**config.mk**
```make
export PLATFORM = sky130hd
export DESIGN_NAME = rgb565_grayscale_seq_ise
export DESIGN_NICKNAME = d
export VERILOG_FILES = /design/src/rtl/rgb565_grayscale_seq_ise.sv
export SDC_FILE = /design/constraint.sdc
export NUM_CORES = 1
export LEC_CHECK = 0
export CAP_MARGIN = 40
export CORE_MARGIN = 2
export CORE_UTILIZATION = 45
export CTS_BUF_LIST = sky130_fd_sc_hd__clkbuf_16
export DETAILED_ROUTE_END_ITERATION = 8
export PLACE_DENSITY = 0.68
export SLEW_MARGIN = 25
export SYNTH_ARGS = -nofsm -noshare
export SYNTH_HDL_FRONTEND = slang
export SYNTH_SLANG_ARGS = --single-unit
export TNS_END_PERCENT = 20
```
**constraint.sdc**
```tcl
create_clock -name clock -period 7.7 [get_ports clock]
set_clock_uncertainty 0.2 [all_clocks]
set_input_delay 1.54 -clock clock [delete_from_list [all_inputs] [get_ports clock]]
set_output_delay 1.54 -clock clock [all_outputs]
set_load 0.01 [all_outputs]
```
**src/rtl/rgb565_grayscale_seq_ise.sv**
```systemverilog
// Custom-instruction unit: converts four packed RGB565 pixels to four 8-bit luma bytes,
// handling pixelsPerCycle pixels per clock so area can be traded against latency.
module rgb565_grayscale_seq_ise #(
    parameter logic [7:0] customInstructionId = 8'd0,
    parameter int         pixelsPerCycle      = 1,
    parameter logic [7:0] redWeight           = 8'd54,
    parameter logic [7:0] greenWeight         = 8'd183,
    parameter logic [7:0] blueWeight          = 8'd19
) (
    input  logic        clock,
    input  logic        reset,
    input  logic        start,
    input  logic [7:0]  iseId,
    input  logic [31:0] valueA,
    input  logic [31:0] valueB,
    output logic        done,
    output logic [31:0] result
);

    typedef enum logic [1:0] {
        IDLE,
        BUSY,
        DONE
    } state_t;

    localparam logic [2:0] STEP = 3'(pixelsPerCycle);

    state_t      state_q, state_d;
    logic [63:0] operand_q, operand_d;
    logic [31:0] gray_q, gray_d;
    logic [2:0]  count_q, count_d;
    logic        done_d;
    logic [31:0] result_d;
    logic [1:0]  pixel_idx;

    // Weighted sum fits in 18 bits (3 * 255 * 252 < 2^18); saturate when bits above 15 are set.
    function automatic logic [7:0] to_gray(input logic [15:0] pixel);
        logic [17:0] sum;
        sum = 18'(redWeight)   * 18'({pixel[15:11], 3'b000})
            + 18'(greenWeight) * 18'({pixel[10:5],  2'b00})
            + 18'(blueWeight)  * 18'({pixel[4:0],   3'b000});
        return (sum[17:16] != 2'b00) ? 8'hFF : sum[15:8];
    endfunction

    always_ff @(posedge clock) begin
        if (reset) begin
            state_q   <= IDLE;
            operand_q <= '0;
            gray_q    <= '0;
            count_q   <= '0;
            done      <= 1'b0;
            result    <= '0;
        end else begin
            state_q   <= state_d;
            operand_q <= operand_d;
            gray_q    <= gray_d;
            count_q   <= count_d;
            done      <= done_d;
            result    <= result_d;
        end
    end

    // done/result are computed here but only ever leave the block through registers.
    always_comb begin
        state_d   = state_q;
        operand_d = operand_q;
        gray_d    = gray_q;
        count_d   = count_q;
        done_d    = 1'b0;
        result_d  = '0;
        pixel_idx = 2'b00;
        case (state_q)
            IDLE: begin
                if (start && (iseId == customInstructionId)) begin
                    operand_d = {valueB, valueA};
                    gray_d    = '0;
                    count_d   = '0;
                    state_d   = BUSY;
                end
            end
            BUSY: begin
                for (int j = 0; j < pixelsPerCycle; j++) begin
                    pixel_idx = count_q[1:0] + 2'(j);
                    gray_d[{pixel_idx, 3'b000} +: 8] = to_gray(operand_q[{pixel_idx, 4'b0000} +: 16]);
                end
                count_d = count_q + STEP;
                if (count_d == 3'd4) begin
                    state_d  = DONE;
                    done_d   = 1'b1;
                    result_d = gray_d;
                end
            end
            DONE: begin
                state_d = IDLE;
            end
            default: begin
                state_d = IDLE;
            end
        endcase
    end

endmodule

```
==> flow_summary_export.csv <==
group,metric,value,unit
run_status,status,"finished clean",
route,wirelength,16.7,mm
worst_hold_path,hp-class,"reg2reg",
synthesis,synth.top_cell.area_share,36.5,%
clocking,cts_setup_buffers,0,
synthesis,ys_types,54,
place,place_hpwl,12.8,mm
grt,grt_pass1_vias,5937,
timing,worst_pin_slew,0.794,ns
critical_path,worstPathMaxFanout,10,
timing,fmax,144,MHz
floorplan,die_w,132,um
floorplan,start_util,46.1,%
synthesis,yosys.area.top_type,"dfxtp_1",
finish,area.growth.synth_to_final,24.8,%
power,ir_worst_vdd,0.127,mV
synthesis,yosysWarnings,0,
floorplan,coreArea,0.0159,sq mm
timing,finalCritPeriodShare,90.3,%
route,antenna_left,0,
power,p_int,1170,uW
clocking,cts.htree.levels,4,
power,cellPowerDensity,164,mW/mm^2
critical_path,cp-end-kind,"register",
route,drcViolationCount,0,
floorplan,die_h,132,um
timing,rsz0062_at_grt,"no",
synthesis,netlist_area,0.00735,sq mm
route,wl_per_cell,14.5,um
power,combPwrFrac,3.6,%
timing,slew-limit-headroom,46.3,%
clocking,cts_root_buf,"clkbuf_16",
grt,grt-ovfl-total,0,
timing,drv_slew,0,
power,clkPwrFrac,50.2,%
finish,n_fill_cell,1461,
finish,drive_gt1_share,6.79,%
timing,layout_setup_ws,0.750,ns
clocking,cts_resized,0,
timing,finalHoldViolCount,0,
clocking,ctsHoldBuffers,0,
timing,setup_tns,0,ns
finish,multi_input_area,0.00437,sq mm
grt,antenna_found_initial,0,
grt,grt_max_degree,71,
timing,period_minus_slack,6.95,ns
route,via_per_inst,5.17,
timing,setup_viol,0,
clocking,clkTransAtPathRegs,0.06,ns
floorplan,rows,46,
power,p_leak,0.00387,uW
finish,fin_nets,1109,
clocking,clock_latency,0.42,ns
place,place_ws,0.814,ns
clocking,cts_num_sinks,134,
power,power_switching,330,uW
synthesis,netlist_top_cells_area,"dfxtp_1, ha_1, nand2_1, fa_1, a21oi_1",
critical_path,crit_required,7.86,ns
power,power.switching_fraction,21.9,%
route,dr.pass1.iters,5,
finish,seq_area,0.00268,sq mm
synthesis,async_flop_share,0,%
grt,track_usage,20.4,%
critical_path,arrival,7.11,ns
clocking,cts_max_path_buffers,2,
synthesis,yosys-top-cells-count,"nand2_1, dfxtp_1, a21oi_1",
grt,grt_first_pass_wirelength,29.0,mm
critical_path,worstSetupPathType,"reg2reg",
synthesis,syn_area_per_cell,8.91,sq um
clocking,cts_inserted_buffers,17,
finish,diodes,0,
power,pwr-share-seq,46.2,%
synthesis,yosysSeqAreaShare,36.5,%
synthesis,synth_cells,825,
place,gp_congestion,0.880,
clocking,cts_tree,"built",
place,numPortBuffers,107,
synthesis,yosys_register_bits,134,
critical_path,cp-start-kind,"register",
synthesis,synth_edf_count,0,
synthesis,synthesis.nets,1005,
floorplan,pin_count,108,
synthesis,yosysMostFrequentCell,"nand2_1",
synthesis,ys.flop_type,"dfxtp_1",
floorplan,die_area,0.0174,sq mm
flow_run,maxCapViolCount,0,
route,drt_iter0_markers,399,
route,num_vias,5984,
[sequential cells by signal, summed over array words and instances, names as in the netlist]
signal / flops
gray_q: 32
operand_q: 64
result: 32
count_q: 3
done: 1
state_q: 2
[through the flow]
step | power (uW) | utilization, % | hold slack [ns] | area, sq um | cells
2_1_floorplan | 721 | - | 0.225 | 7350 | 825
5_1_grt | 1550 | 57.5 | 0.269 | 9170 | 1158
3_5_place_dp | 763 | 54.0 | 0.243 | 8620 | 1126
3_3_place_gp | 763 | 54.0 | 0.234 | 8620 | 1126
4_1_cts | 1520 | 57.5 | 0.253 | 9170 | 1158
6_report | 1500 | 57.5 | 0.252 | 9170 | 1158
[cell type report]
| class | count | area share [%] |
|---|---|---|
| Multi-Input combinational cell | 612 | 47.6 |
| Clock buffer | 17 | 4.64 |
| Sequential cell | 134 | 29.2 |
| Tap cell | 216 | 2.95 |
| Clock inverter | 15 | 1.41 |
| Inverter | 52 | 2.13 |
| Timing Repair Buffer | 112 | 12.0 |
[layer usage]
metal	vias to the layer above	track usage, %	routed length, um
met3	23	4.54	809
li1	3032	-	-
met5	-	0	0
met4	0	6.34	265
met1	2781	28.9	8360
met2	148	31.2	7310
[layout by cell type (no fill, tap or decap), types with 3 or more instances in the layout]
| cell | instances |
|---|---|
| buf_4 | 5 |
| and2_1 | 4 |
| o21bai_1 | 7 |
| o21ai_0 | 53 |
| a22o_1 | 9 |
| nor2b_1 | 7 |
| a21o_1 | 5 |
| inv_6 | 4 |
| nand2b_1 | 3 |
| dfxtp_1 | 134 |
| nor3_1 | 7 |
| nand2_1 | 197 |
| clkinv_2 | 4 |
| clkdlybuf4s50_1 | 106 |
| inv_1 | 52 |
| mux4_2 | 16 |
| a21oi_1 | 97 |
| o21ai_1 | 5 |
| a32o_1 | 3 |
| nor2_1 | 23 |
| nand3_1 | 7 |
| o21a_1 | 8 |
| xnor2_1 | 11 |
| xor2_1 | 8 |
| ha_1 | 80 |
| clkbuf_16 | 17 |
| fa_1 | 25 |
| clkinvlp_4 | 3 |
| or2_2 | 4 |
[kinds of logic after synthesis]
| logic type | synth area share, % |
|---|---|
| DFF | 36.5 |
| AOI/OAI and AO/OA | 16.0 |
| xor gates and xnor gates | 2.26 |
| and+or+nand+nor | 15.7 |
| buffers and inverters | 4.16 |
| adders and majority gates | 20.4 |
| muxes | 4.90 |
[final timing paths]
path              slack, ns           from  cells after the start             to
setup / recovery       0.75     count_q[0]                     22     result[25]
hold / removal         0.25  operand_q[20]                      2  operand_q[20]
setup reg to reg       0.75     count_q[0]                     22     result[25]
hold reg to reg        0.25  operand_q[20]                      2  operand_q[20]
[worst max-delay path, cell delays in order (launching register included)]
cell,delay (ns)
dfxtp_1,0.65
mux4_2,0.48
fa_1,0.57
inv_1,0.05
fa_1,0.50
inv_1,0.05
fa_1,0.46
ha_1,0.37
a21oi_1,0.25
o21bai_1,0.12
a2111oi_0,0.56
nor2_1,0.13
xnor2_1,0.16
fa_1,0.51
inv_1,0.04
ha_1,0.36
nand2_1,0.13
nand2_1,0.09
a21oi_1,0.06
a41o_1,0.24
nor3_2,0.42
a21o_1,0.30
a32o_1,0.20
[power groups by stage]
stage / combinational [uW] / sequential (uW) / clock [uW]
final: 53.8 / 694 / 755
after global routing: 58.4 / 694 / 800
after CTS: 54.1 / 694 / 769
after detailed placement: 53.8 / 709 / 0
after global placement: 54.0 / 709 / 0
after floorplan: 12.3 / 709 / 0
No activity file was read; power rests on OpenSTA's default activity.
